`src/rtl/regfile_pkg.sv`:
```
// Shared constants for the scoreboarded register file: default geometry and the hard-wired zero register.
package regfile_pkg;

  localparam int DEF_DATA_WIDTH = 16;
  localparam int DEF_ADDR_WIDTH = 3;
  localparam int R0_ADDR        = 0;

endpackage

```
`src/rtl/regfile_sb_if.sv`:
```
// Read/write/reserve bus of the scoreboarded register file; slave side is the register file itself.
interface regfile_sb_if
  import regfile_pkg::*;
#(
  parameter int DATA_WIDTH = DEF_DATA_WIDTH,
  parameter int ADDR_WIDTH = DEF_ADDR_WIDTH
);

  logic [ADDR_WIDTH-1:0] regSource1;
  logic [ADDR_WIDTH-1:0] regSource2;
  logic [DATA_WIDTH-1:0] data1;
  logic [DATA_WIDTH-1:0] data2;
  logic                  busy1;
  logic                  busy2;
  logic                  writeEnableA;
  logic [ADDR_WIDTH-1:0] regDestinationA;
  logic [DATA_WIDTH-1:0] writeDataA;
  logic                  writeEnableB;
  logic [ADDR_WIDTH-1:0] regDestinationB;
  logic [DATA_WIDTH-1:0] writeDataB;
  logic                  reserveEnable;
  logic [ADDR_WIDTH-1:0] regReserve;
  logic [ADDR_WIDTH:0]   pendingCount;

  modport slave (
    input  regSource1, regSource2,
    input  writeEnableA, regDestinationA, writeDataA,
    input  writeEnableB, regDestinationB, writeDataB,
    input  reserveEnable, regReserve,
    output data1, data2, busy1, busy2, pendingCount
  );

  modport master (
    output regSource1, regSource2,
    output writeEnableA, regDestinationA, writeDataA,
    output writeEnableB, regDestinationB, writeDataB,
    output reserveEnable, regReserve,
    input  data1, data2, busy1, busy2, pendingCount
  );

endinterface

```
`src/rtl/regfile_scoreboard.sv`:
```
// Pending-bit scoreboard: writes clear, reserves set (reserve wins on collision), registered population count.
module regfile_scoreboard
  import regfile_pkg::*;
#(
  parameter int ADDR_WIDTH = DEF_ADDR_WIDTH
) (
  input  logic                       clock,
  input  logic                       reset,
  input  logic                       we_a,
  input  logic [ADDR_WIDTH-1:0]      dest_a,
  input  logic                       we_b,
  input  logic [ADDR_WIDTH-1:0]      dest_b,
  input  logic                       rsv_en,
  input  logic [ADDR_WIDTH-1:0]      rsv_addr,
  output logic [(2**ADDR_WIDTH)-1:0] pending,
  output logic [ADDR_WIDTH:0]        pending_count
);

  localparam int DEPTH = 2**ADDR_WIDTH;
  localparam logic [ADDR_WIDTH-1:0] R0 = ADDR_WIDTH'(R0_ADDR);

  logic [DEPTH-1:0]    pend_next;
  logic [ADDR_WIDTH:0] count_next;

  always_comb begin
    pend_next = pending;
    if (we_a && dest_a != R0)
      pend_next[dest_a] = 1'b0;
    if (we_b && dest_b != R0)
      pend_next[dest_b] = 1'b0;
    if (rsv_en && rsv_addr != R0)
      pend_next[rsv_addr] = 1'b1;
    pend_next[R0_ADDR] = 1'b0;
  end

  // Count the next-state vector so the count lands on the same edge as the bits.
  always_comb begin
    count_next = '0;
    for (int i = 0; i < DEPTH; i++)
      count_next = count_next + (ADDR_WIDTH+1)'(pend_next[i]);
  end

  always_ff @(posedge clock or negedge reset) begin
    if (!reset) begin
      pending       <= '0;
      pending_count <= '0;
    end else begin
      pending       <= pend_next;
      pending_count <= count_next;
    end
  end

endmodule

```
`src/rtl/regfile_sb.sv`:
```
// Two-write/two-read register file with reserve scoreboard; R0 reads zero.
// Define REGFILE_BYPASS_EN to forward same-cycle write data (and reserve status) to the read ports.
module regfile_sb
  import regfile_pkg::*;
#(
  parameter int DATA_WIDTH = DEF_DATA_WIDTH,
  parameter int ADDR_WIDTH = DEF_ADDR_WIDTH
) (
  input  logic         clock,
  input  logic         reset,
  regfile_sb_if.slave  bus
);

  localparam int DEPTH = 2**ADDR_WIDTH;
  localparam logic [ADDR_WIDTH-1:0] R0 = ADDR_WIDTH'(R0_ADDR);

  logic [DATA_WIDTH-1:0] regs [DEPTH];
  logic [DEPTH-1:0]      pending;

  regfile_scoreboard #(.ADDR_WIDTH(ADDR_WIDTH)) u_scoreboard (
    .clock         (clock),
    .reset         (reset),
    .we_a          (bus.writeEnableA),
    .dest_a        (bus.regDestinationA),
    .we_b          (bus.writeEnableB),
    .dest_b        (bus.regDestinationB),
    .rsv_en        (bus.reserveEnable),
    .rsv_addr      (bus.regReserve),
    .pending       (pending),
    .pending_count (bus.pendingCount)
  );

  // Port B is applied last so it wins a same-register collision.
  always_ff @(posedge clock or negedge reset) begin
    if (!reset) begin
      for (int i = 0; i < DEPTH; i++)
        regs[i] <= '0;
    end else begin
      if (bus.writeEnableA && bus.regDestinationA != R0)
        regs[bus.regDestinationA] <= bus.writeDataA;
      if (bus.writeEnableB && bus.regDestinationB != R0)
        regs[bus.regDestinationB] <= bus.writeDataB;
    end
  end

  function automatic logic [DATA_WIDTH-1:0] rd_data(input logic [ADDR_WIDTH-1:0] addr);
    logic [DATA_WIDTH-1:0] d;
    if (addr == R0)
      d = '0;
`ifdef REGFILE_BYPASS_EN
    else if (bus.writeEnableB && bus.regDestinationB == addr)
      d = bus.writeDataB;
    else if (bus.writeEnableA && bus.regDestinationA == addr)
      d = bus.writeDataA;
`endif
    else
      d = regs[addr];
    return d;
  endfunction

  function automatic logic rd_busy(input logic [ADDR_WIDTH-1:0] addr);
    logic b;
    if (addr == R0)
      b = 1'b0;
`ifdef REGFILE_BYPASS_EN
    else if (bus.reserveEnable && bus.regReserve == addr)
      b = 1'b1;
    else if ((bus.writeEnableA && bus.regDestinationA == addr) ||
             (bus.writeEnableB && bus.regDestinationB == addr))
      b = 1'b0;
`endif
    else
      b = pending[addr];
    return b;
  endfunction

  always_comb begin
    bus.data1 = rd_data(bus.regSource1);
    bus.data2 = rd_data(bus.regSource2);
    bus.busy1 = rd_busy(bus.regSource1);
    bus.busy2 = rd_busy(bus.regSource2);
  end

endmodule

```
`src/flat_wrapper.sv`:
```
// flat-port wrapper written by rule: the top's interface ports become plain ports
module regfile_sb_flat import regfile_pkg::*;
#(
  parameter int DATA_WIDTH = DEF_DATA_WIDTH,
  parameter int ADDR_WIDTH = DEF_ADDR_WIDTH
)
  (clock, reset, bus_regSource1, bus_regSource2, bus_writeEnableA, bus_regDestinationA, bus_writeDataA, bus_writeEnableB, bus_regDestinationB, bus_writeDataB, bus_reserveEnable, bus_regReserve, bus_data1, bus_data2, bus_busy1, bus_busy2, bus_pendingCount);
  regfile_sb_if #(.DATA_WIDTH(DATA_WIDTH), .ADDR_WIDTH(ADDR_WIDTH)) bus_i ();
  input  logic clock;
  input  logic reset;
  input wire logic [$bits(bus_i.regSource1)-1:0] bus_regSource1;
  input wire logic [$bits(bus_i.regSource2)-1:0] bus_regSource2;
  input wire logic [$bits(bus_i.writeEnableA)-1:0] bus_writeEnableA;
  input wire logic [$bits(bus_i.regDestinationA)-1:0] bus_regDestinationA;
  input wire logic [$bits(bus_i.writeDataA)-1:0] bus_writeDataA;
  input wire logic [$bits(bus_i.writeEnableB)-1:0] bus_writeEnableB;
  input wire logic [$bits(bus_i.regDestinationB)-1:0] bus_regDestinationB;
  input wire logic [$bits(bus_i.writeDataB)-1:0] bus_writeDataB;
  input wire logic [$bits(bus_i.reserveEnable)-1:0] bus_reserveEnable;
  input wire logic [$bits(bus_i.regReserve)-1:0] bus_regReserve;
  output wire logic [$bits(bus_i.data1)-1:0] bus_data1;
  output wire logic [$bits(bus_i.data2)-1:0] bus_data2;
  output wire logic [$bits(bus_i.busy1)-1:0] bus_busy1;
  output wire logic [$bits(bus_i.busy2)-1:0] bus_busy2;
  output wire logic [$bits(bus_i.pendingCount)-1:0] bus_pendingCount;
  assign bus_i.regSource1 = bus_regSource1;
  assign bus_i.regSource2 = bus_regSource2;
  assign bus_i.writeEnableA = bus_writeEnableA;
  assign bus_i.regDestinationA = bus_regDestinationA;
  assign bus_i.writeDataA = bus_writeDataA;
  assign bus_i.writeEnableB = bus_writeEnableB;
  assign bus_i.regDestinationB = bus_regDestinationB;
  assign bus_i.writeDataB = bus_writeDataB;
  assign bus_i.reserveEnable = bus_reserveEnable;
  assign bus_i.regReserve = bus_regReserve;
  assign bus_data1 = bus_i.data1;
  assign bus_data2 = bus_i.data2;
  assign bus_busy1 = bus_i.busy1;
  assign bus_busy2 = bus_i.busy2;
  assign bus_pendingCount = bus_i.pendingCount;
  regfile_sb #(.DATA_WIDTH(DATA_WIDTH), .ADDR_WIDTH(ADDR_WIDTH)) u_core (.clock(clock), .reset(reset), .bus(bus_i));
endmodule
```
`config.mk`:
```
export PLATFORM = sky130hd
export DESIGN_NAME = regfile_sb_flat
export DESIGN_NICKNAME = d
export VERILOG_FILES = /design/src/rtl/regfile_pkg.sv /design/src/rtl/regfile_sb_if.sv /design/src/rtl/regfile_scoreboard.sv /design/src/rtl/regfile_sb.sv /design/src/flat_wrapper.sv
export SDC_FILE = /design/constraint.sdc
export NUM_CORES = 1
export LEC_CHECK = 0
export ABC_AREA = 1
export CAP_MARGIN = 10
export CORE_UTILIZATION = 26
export CTS_BUF_LIST = sky130_fd_sc_hd__clkbuf_8
export DETAILED_ROUTE_END_ITERATION = 6
export PLACE_DENSITY = 0.49
export SLEW_MARGIN = 10
export SYNTH_ARGS = -nofsm -noshare
export SYNTH_HDL_FRONTEND = slang
export SYNTH_HIERARCHICAL = 1
export SYNTH_SLANG_ARGS = --single-unit
```
`constraint.sdc`:
```
create_clock -name clock -period 4.69 [get_ports clock]
set_input_delay 0.938 -clock clock [delete_from_list [all_inputs] [get_ports clock]]
set_output_delay 0.938 -clock clock [all_outputs]
set_load 0.02 [all_outputs]
```
==> results of run 1 <==
[where the power goes]
group	switching, W	internal, W	total [W]	leakage (nW)
clock network	0.000519	0.000478	0.000998	0.188
registers	0.0000943	0.00142	0.00152	1.65
logic	0.000840	0.000488	0.00133	3.97
[worst max-delay path by stage]
stage | from | endpoint | cells past startpoint
2_1_floorplan | bus_writeEnableA | u_core/u_scoreboard/pending_count[1] | 11
3_3_place_gp | bus_regSource1[2] | bus_data1[15] | 7
3_5_place_dp | bus_regSource1[2] | bus_data1[15] | 7
4_1_cts | bus_regSource1[2] | bus_data1[15] | 7
5_1_grt | bus_regSource1[1] | bus_data1[4] | 7
6_report | bus_regSource1[2] | bus_data1[15] | 7
[cell usage in the layout, fill, tap and decap left out, types with 4 or more instances in the layout]
master	Yosys	final
buf_12	0	4
buf_4	11	23
clkbuf_8	0	18
clkdlybuf4s50_1	0	85
dfrtp_1	138	138
fa_1	4	4
inv_1	193	194
inv_2	8	8
nand2_1	594	594
nand2_2	7	7
nand3_1	192	192
nand4_1	9	9
nor2_1	73	73
nor2_4	5	5
nor3_1	17	17
o211ai_1	52	52
o21ai_0	79	79
o21ai_1	21	21
o22ai_1	16	16
[cell type report]
| type | instances | area [um2] | area share |
|---|---|---|---|
| antenna | 1 | 2.50 | 0.000225 |
| clock buffer | 18 | 248 | 0.0222 |
| timing repair buffer | 114 | 1120 | 0.101 |
| sequential | 138 | 3450 | 0.310 |
| clock inverter | 12 | 128 | 0.0115 |
| multi-input combinational | 1079 | 4860 | 0.436 |
| inverter | 201 | 754 | 0.0677 |
| tap | 461 | 577 | 0.0518 |
[flip-flops by register name, indices dropped and copies added (netlist names)]
register and flops:
u_core/regs 128, u_core/u_scoreboard/pending 7, u_core/u_scoreboard/pending_count 3
[per-layer routing]
| layer | vias to the layer above | global-route usage |
|---|---|---|
| met5 | - | 0 |
| met4 | 0 | 0.0932 |
| met3 | 84 | 0.0245 |
| met2 | 382 | 0.338 |
| li1 | 4817 | - |
| met1 | 4629 | 0.271 |
[worst max-delay path, cell delays in order]
cell             delay, ns
clkdlybuf4s50_1       0.50
nor2_1                0.06
nand2_1               0.45
buf_4                 0.25
nand2_1               0.05
nor2_1                0.22
clkdlybuf4s50_1       0.66
[kinds of logic after synthesis]
logic type	count (synthesis)	synth area share
buffers and inverters	306	0.133
AOI/OAI and AO/OA	170	0.105
adders and majority gates	4	0.00836
other	1	0.000391
DFF	138	0.361
and+or+nand+nor	903	0.393
[through the flow]
stage	total power (W)	utilization	cells
2_1_floorplan	0.00239	-	1523
3_3_place_gp	0.00285	0.300	1993
3_5_place_dp	0.00286	0.300	1993
4_1_cts	0.00387	0.310	2023
5_1_grt	0.00412	0.310	2024
6_report	0.00384	0.310	2024
==> impl_metrics.env, run 1 <==
export IMPL_status="finished, final reports clean"
export IMPL_final_antenna_net_count=0
export IMPL_remaining_drc_errors=0
export IMPL_synth_area_leaders="dfrtp_1, nand2_1, nand3_1, inv_1, o21ai_0"
export IMPL_drt_initial_drc_count=850
export IMPL_pre_cts_slack_ns=0.522
export IMPL_synth_distinct_cells=27
export IMPL_yosysWarnings=6
export IMPL_holdPathEnd="u_core/regs[114]"
export IMPL_cts_resized=0
export IMPL_ys_seq_area_frac=0.361
export IMPL_post_route_min_period_ns=4.09
export IMPL_rr_startpoint="u_core/u_scoreboard/pending[1]"
export IMPL_tightest_slew_ns=0.927
export IMPL_post_synth_top_count_cell="nand2_1"
export IMPL_root_buffer="clkbuf_8"
export IMPL_async_flop_share=1.00
export IMPL_cp_end_kind="primary output"
export IMPL_hold_class="register to register"
export IMPL_core_area_um2=35900
export IMPL_leakage_nw=5.80
export IMPL_vias=9912
export IMPL_fillers=3986
export IMPL_grt_overflow_total=0
export IMPL_die_x_um=194
export IMPL_pin_count=90
export IMPL_rows=69
export IMPL_final_setup_worst_slack_ns=0.603
export IMPL_holdWs_ns=0.384
export IMPL_top_layer_used="met4"
export IMPL_holdPathStages=0
export IMPL_wl_mm=38.2
export IMPL_yosysTopAreaCellShare=0.361
export IMPL_grtUsageTotal=0.206
export IMPL_power_density_nw_per_um2=345
export IMPL_grt_pass1_wl_mm=58.8
export IMPL_avgSynthCellArea_um2=6.29
export IMPL_hold_viol=0
export IMPL_syn_to_final_growth_pct=16.3
export IMPL_gp_congestion=0.817
export IMPL_hold_buffers=0
export IMPL_crit_type="input port to primary output"
export IMPL_finalClockSkew_ns=0.00382
export IMPL_m1WireLength_mm=16.8
export IMPL_synth_seq_cells=138
export IMPL_maxCapViolCount=0
export IMPL_finalSetupViolations=0
export IMPL_cts_max_path_buffers=2
export IMPL_synth_cells_most_frequent="nand2_1, inv_1, nand3_1"
export IMPL_syn_inst=1522
export IMPL_grt_pass1_vias=9679
export IMPL_port_buffers=88
export IMPL_synth_top_flop_cell="dfrtp_1"
export IMPL_critical_path_max_fanout=8
export IMPL_grt_max_degree=92
export IMPL_wire_per_inst_um=18.9
export IMPL_wl_met2_mm=18.0
export IMPL_synth_top_area_cell="dfrtp_1"
export IMPL_nets=1607
export IMPL_wl_met3_mm=2.02
export IMPL_clk_pin_slew_ns=0.08
export IMPL_cts_tree="yes"
export IMPL_antenna_found_initial=1
export IMPL_clock_latency_ns=0.46
export IMPL_synth_area_um2=9580
export IMPL_vias_per_cell=4.90
export IMPL_numCtsBuffers=17
export IMPL_dieArea_um2=37600
export IMPL_startpoint_type="input port"
export IMPL_dieHeight_um=194
export IMPL_fin_setup_tns_ns=0
export IMPL_cts_sinks=138
export IMPL_period_share=0.871
export IMPL_cts_setup_buffers=0
export IMPL_arrival_ns=3.15
export IMPL_worst_ir_drop_vdd_mv=0.126
export IMPL_fin_area_um2=11100
export IMPL_rr_endpoint="u_core/u_scoreboard/pending_count[1]"
export IMPL_slew_headroom=0.382
export IMPL_fmax_ghz=0.245
export IMPL_initial_core_util=0.267
export IMPL_synth_edff_count=0
export IMPL_cp_required_ns=3.75
export IMPL_maxSlewViolCount=0
export IMPL_rsz0062_at_grt="no"
export IMPL_dpl_cell_area_um2=10800
export IMPL_drive_gt1_frac=0.0538
export IMPL_reg2reg_slack_ns=1.91
export IMPL_firstDrtPassIters=6
export IMPL_htree_levels=4
export IMPL_hpwl_mm=23.9
export IMPL_r2r_cells=8
export IMPL_min_from="u_core/regs[114]"
(Power assumes the default switching activity.)
==> run 2, diff against run 1 <==
--- a/config.mk
+++ b/config.mk
@@ -10,7 +10,7 @@
 export CORE_UTILIZATION = 26
 export CTS_BUF_LIST = sky130_fd_sc_hd__clkbuf_8
 export DETAILED_ROUTE_END_ITERATION = 6
-export PLACE_DENSITY = 0.49
+export PLACE_DENSITY = 0.42
 export SLEW_MARGIN = 10
 export SYNTH_ARGS = -nofsm -noshare
 export SYNTH_HDL_FRONTEND = slang
==> run 2 against run 1 <==
  * Setup slack better by 0.016 ns
  * Sequential power hardly changed
  * Highest routed layer unchanged
  * Hold slack improved by 0.0014 ns
  * Count of clock-buffer cells in the layout stayed put
  * Fmax grew 0.39%
  * Non-clock buffer count up 1
  * Largest power group unchanged
  * First-iteration DRC count shrank 16%
  * Utilization increased by 0.22 points
  * Global-route usage up 1.4 points
  * Combinational power is essentially flat
  * Cell area increased by 0.72%
==> impl_metrics.env, run 2 (same netlist as run 1, synthesis figures left out) <==
export IMPL_status="finished, final reports clean"
export IMPL_hold_viol=0
export IMPL_hpwl_mm=25.1
export IMPL_fin_setup_tns_ns=0
export IMPL_layout_common_cells="nand2_1, inv_1, nand3_1, dfrtp_1, clkdlybuf4s50_1"
export IMPL_fillers=4037
export IMPL_die_x_um=194
export IMPL_initial_core_util=0.267
export IMPL_rr_startpoint="u_core/u_scoreboard/pending[1]"
export IMPL_reg_largest_list="u_core/regs (128), u_core/u_scoreboard/pending (7), u_core/u_scoreboard/pending_count (3)"
export IMPL_grt_overflow_total=0
export IMPL_cts_max_path_buffers=2
export IMPL_dieHeight_um=194
export IMPL_port_buffers=88
export IMPL_antenna_found_initial=0
export IMPL_drt_initial_drc_count=715
export IMPL_maxSlewViolCount=0
export IMPL_hold_buffers=0
export IMPL_remaining_drc_errors=0
export IMPL_grt_pass1_vias=9596
export IMPL_cts_tree="yes"
export IMPL_cp_required_ns=3.75
export IMPL_p_sw_w=0.00150
export IMPL_vias=9905
export IMPL_rr_endpoint="u_core/u_scoreboard/pending_count[1]"
export IMPL_cts_sinks=138
export IMPL_pin_count=90
export IMPL_gp_congestion=0.836
export IMPL_root_buffer="clkbuf_8"
export IMPL_leakage_nw=5.84
export IMPL_largest_reg_flops=128
export IMPL_seqPwrFrac=0.383
export IMPL_r2r_cells=8
export IMPL_crit_type="input port to primary output"
export IMPL_tightest_slew_ns=0.951
export IMPL_worst_ir_drop_vdd_mv=0.140
export IMPL_slew_headroom=0.366
export IMPL_clock_latency_ns=0.46
export IMPL_grt_pass1_wl_mm=61.5
export IMPL_cts_setup_buffers=0
export IMPL_stdcell_count=2026
export IMPL_drive_gt1_frac=0.0562
export IMPL_wire_per_inst_um=20.2
export IMPL_finalSetupViolations=0
export IMPL_rsz0062_at_grt="no"
export IMPL_regMostFlops="u_core/regs"
export IMPL_core_area_um2=35900
export IMPL_diodes=0
export IMPL_wl_mm=40.9
export IMPL_syn_to_final_growth_pct=17.1
export IMPL_reg2reg_slack_ns=1.87
export IMPL_fmax_ghz=0.246
export IMPL_finalClockSkew_ns=0.0105
export IMPL_arrival_ns=3.13
export IMPL_firstDrtPassIters=5
export IMPL_numCtsBuffers=17
export IMPL_htree_levels=4
export IMPL_critical_path_max_fanout=11
export IMPL_holdPathStages=0
export IMPL_post_route_min_period_ns=4.07
export IMPL_final_antenna_net_count=0
export IMPL_dp_cells=1994
export IMPL_holdPathEnd="u_core/regs[125]"
export IMPL_startpoint_type="input port"
export IMPL_min_from="u_core/regs[125]"
export IMPL_cp_end_kind="primary output"
export IMPL_final_common_cell="nand2_1"
export IMPL_p_clk_frac=0.276
export IMPL_nets=1608
export IMPL_grtUsageTotal=0.220
export IMPL_period_share=0.868
export IMPL_vias_per_cell=4.89
export IMPL_hold_class="register to register"
export IMPL_swShare=0.379
export IMPL_power_density_nw_per_um2=353
export IMPL_dieArea_um2=37600
export IMPL_combinationalPowerShare=0.341
export IMPL_clk_pin_slew_ns=0.09
export IMPL_final_util=0.312
export IMPL_p_int_w=0.00246
export IMPL_rows=69
export IMPL_cts_resized=0
export IMPL_grt_max_degree=121
export IMPL_maxCapViolCount=0
export IMPL_holdWs_ns=0.386
## run 2: cell count changes in the layout (fill, tap and decap cells not counted), sizes merged
cell,before,now
clkdlybuf4s50,85,84
inv,203,205
clkinv,5,4
buf,29,31
diode,1,0
bufinv,2,3
## run 2: how the worst max path moves through the flow
stage	from	to	slack (ns)	cells past startpoint
after detailed placement	bus_regDestinationA[2]	u_core/u_scoreboard/pending_count[1]	0.42	12
after floorplan	bus_writeEnableA	u_core/u_scoreboard/pending_count[1]	1.31	11
after global placement	bus_regDestinationA[2]	u_core/u_scoreboard/pending_count[1]	0.51	12
after global routing	bus_regSource1[1]	bus_data1[13]	0.51	8
after CTS	bus_regSource1[1]	bus_busy1	0.58	8
final	bus_regSource1[1]	bus_busy1	0.62	8
## run 2: area by class of cell
type	count	area, um2	share of cell area
Clock buffer	18	248	0.0221
Sequential cell	138	3450	0.308
Timing Repair Buffer	115	1160	0.103
Inverter	201	754	0.0672
Tap cell	461	577	0.0514
Multi-Input combinational cell	1079	4860	0.433
Clock inverter	14	170	0.0152
## run 2: layer usage
layer | wire, um | track usage | vias to the layer above
li1 | - | - | 4835
met1 | 19400 | 0.303 | 4719
met2 | 18800 | 0.359 | 291
met3 | 1690 | 0.0240 | 60
met4 | 983 | 0.0747 | 0
met5 | 0 | 0 | -
## run 2: critical path: stages
cell	delay, ns
clkdlybuf4s50_1	0.48
inv_2	0.32
buf_4	0.28
nand3_1	0.10
nand2_1	0.07
nor2_1	0.04
nor2_1	0.23
clkdlybuf4s50_1	0.65
## run 2: power groups by stage
stage          sequential [W]  clock [W]  combinational, W
4_1_cts               0.00151    0.00113           0.00135
3_3_place_gp          0.00153          0           0.00134
3_5_place_dp          0.00154          0           0.00135
2_1_floorplan         0.00153          0          0.000862
5_1_grt               0.00154    0.00116           0.00153
6_report              0.00152    0.00109           0.00135
## run 2: stage by stage
step	setup slack [ns]	total power, W	area, um2
floorplan	1.31	0.00239	9580
global placement	0.507	0.00288	10800
detailed placement	0.425	0.00288	10800
CTS	0.578	0.00400	11200
global route	0.512	0.00424	11200
finish	0.619	0.00396	11200
==> run 3, diff against run 2 <==
--- a/config.mk
+++ b/config.mk
@@ -7,10 +7,10 @@
 export LEC_CHECK = 0
 export ABC_AREA = 1
 export CAP_MARGIN = 10
-export CORE_UTILIZATION = 26
+export CORE_UTILIZATION = 45
 export CTS_BUF_LIST = sky130_fd_sc_hd__clkbuf_8
 export DETAILED_ROUTE_END_ITERATION = 6
-export PLACE_DENSITY = 0.42
+export PLACE_DENSITY = 0.65
 export SLEW_MARGIN = 10
 export SYNTH_ARGS = -nofsm -noshare
 export SYNTH_HDL_FRONTEND = slang
==> run 3 against run 2 <==
  * Fmax barely moved
  * Setup slack barely moved
  * Count of clock-buffer cells in the layout rose by 1
  * Highest routed layer unchanged
==> impl_metrics.env, run 3 (same netlist as run 1, synthesis figures left out) <==
export IMPL_seqCellArea_um2=3450
export IMPL_wl_mm=34.9
export IMPL_leakage_nw=5.85
export IMPL_drt_initial_drc_count=1243
export IMPL_holdWs_ns=0.381
export IMPL_root_buffer="clkbuf_8"
export IMPL_grtUsageTotal=0.329
export IMPL_clk_pin_slew_ns=0.08
export IMPL_htree_levels=4
export IMPL_finalSetupViolations=0
export IMPL_wire_per_inst_um=19.0
export IMPL_hold_class="register to register"
export IMPL_firstDrtPassIters=7
export IMPL_maxSlewViolCount=0
export IMPL_port_buffers=88
export IMPL_regMostFlops="u_core/regs"
export IMPL_worst_ir_drop_vdd_mv=0.182
export IMPL_layout_common_cells="nand2_1, inv_1, nand3_1, dfrtp_1, clkdlybuf4s50_1"
export IMPL_cp_required_ns=3.75
export IMPL_dieArea_um2=21900
export IMPL_hold_viol=0
export IMPL_multiInputGateArea_um2=4860
export IMPL_pre_cts_slack_ns=0.491
export IMPL_largest_reg_flops=128
export IMPL_rsz0062_at_grt="no"
export IMPL_slew_headroom=0.369
export IMPL_nets=1609
export IMPL_hold_buffers=0
export IMPL_initial_core_util=0.457
export IMPL_startpoint_type="input port"
export IMPL_tightest_slew_ns=0.947
export IMPL_cts_setup_buffers=0
export IMPL_fmax_ghz=0.246
export IMPL_fillers=2174
export IMPL_cts_sinks=138
export IMPL_cp_end_kind="primary output"
export IMPL_die_x_um=148
export IMPL_vias=10200
export IMPL_dpl_cell_area_um2=10500
export IMPL_total_power_w=0.00398
export IMPL_post_route_min_period_ns=4.07
export IMPL_grt_pass1_vias=9494
export IMPL_hpwl_mm=21.2
export IMPL_power_density_nw_per_um2=362
export IMPL_period_share=0.868
export IMPL_reg_largest_list="u_core/regs (128), u_core/u_scoreboard/pending (7), u_core/u_scoreboard/pending_count (3)"
export IMPL_critical_path_max_fanout=35
export IMPL_dieHeight_um=148
export IMPL_final_setup_worst_slack_ns=0.619
export IMPL_antenna_found_initial=0
export IMPL_core_area_um2=21000
export IMPL_grt_pass1_wl_mm=54.2
export IMPL_rows=53
export IMPL_cts_resized=0
export IMPL_final_antenna_net_count=0
export IMPL_grt_max_degree=121
export IMPL_drive_gt1_frac=0.0556
export IMPL_gp_congestion=0.868
export IMPL_crit_type="input port to primary output"
export IMPL_syn_to_final_growth_pct=14.7
export IMPL_cts_tree="yes"
export IMPL_final_common_cell="nand2_1"
export IMPL_vias_per_cell=5.53
export IMPL_grt_overflow_total=0
export IMPL_clock_latency_ns=0.45
export IMPL_numCtsBuffers=17
export IMPL_fin_setup_tns_ns=0
export IMPL_maxCapViolCount=0
export IMPL_diodes=0
export IMPL_fin_area_um2=11000
export IMPL_finalClockSkew_ns=0.000637
export IMPL_status="finished, final reports clean"
export IMPL_remaining_drc_errors=0
export IMPL_pin_count=90
export IMPL_cts_max_path_buffers=2
export IMPL_arrival_ns=3.13
-- run 3: changes by cell type in the layout (fill, tap and decap cells not counted), sizes merged --
cell	delta
clkinvlp	-1
inv	-2
bufinv	+2
clkbuf	+1
clkdlybuf4s50	+1
-- run 3: critical path: stages --
cell and delay (ns):
clkdlybuf4s50_1 0.50, buf_4 0.48, nor2_1 0.10, nand2_1 0.17, nand2_1 0.08, nor2_1 0.20
clkdlybuf4s50_1 0.65
-- run 3: power by group --
group | leakage [nW] | internal (W) | switching (W)
clock | 0.234 | 0.000657 | 0.000491
sequential | 1.65 | 0.00142 | 0.0000934
combinational | 3.97 | 0.000487 | 0.000828
total | 5.85 | 0.00257 | 0.00141
-- run 3: layer usage --
| metal | part of all wire | vias to the layer above | global-route usage | wire (um) |
|---|---|---|---|---|
| li1 | - | 4819 | - | - |
| met1 | 0.42 | 4678 | 0.459 | 14700 |
| met2 | 0.44 | 590 | 0.501 | 15400 |
| met3 | 0.10 | 87 | 0.0698 | 3650 |
| met4 | 0.032 | 0 | 0.123 | 1130 |
| met5 | 0 | - | 0 | 0 |
-- run 3: worst paths after layout --
| check | slack, ns | to | cells past startpoint | start |
|---|---|---|---|---|
| worst max-delay path | 0.62 | bus_data2[2] | 7 | bus_regSource2[1] |
| worst min-delay path | 0.38 | u_core/regs[121] | 0 | u_core/regs[121] |
| worst max register to register | 1.90 | u_core/u_scoreboard/pending_count[1] | 8 | u_core/u_scoreboard/pending[1] |
| worst min register to register | 0.38 | u_core/regs[121] | 0 | u_core/regs[121] |
| max in group asynchronous | 3.19 | u_core/regs[71] | 2 | reset |
| min in group asynchronous | 0.56 | u_core/regs[122] | 1 | reset |
-- run 3: per-stage QoR --
| stage | util | instances |
|---|---|---|
| after global placement | 0.502 | 1808 |
| after detailed placement | 0.502 | 1808 |
| after global routing | 0.524 | 1841 |
| after floorplan | - | 1523 |
| final | 0.524 | 1841 |
| after CTS | 0.524 | 1840 |
-- run 3: layout make-up --
type / count / share of cell area
inverter: 201 / 0.0687
tap: 275 / 0.0313
clock buffer: 19 / 0.0238
sequential: 138 / 0.314
timing repair buffer: 116 / 0.102
multi-input combinational: 1079 / 0.442
clock inverter: 13 / 0.0182
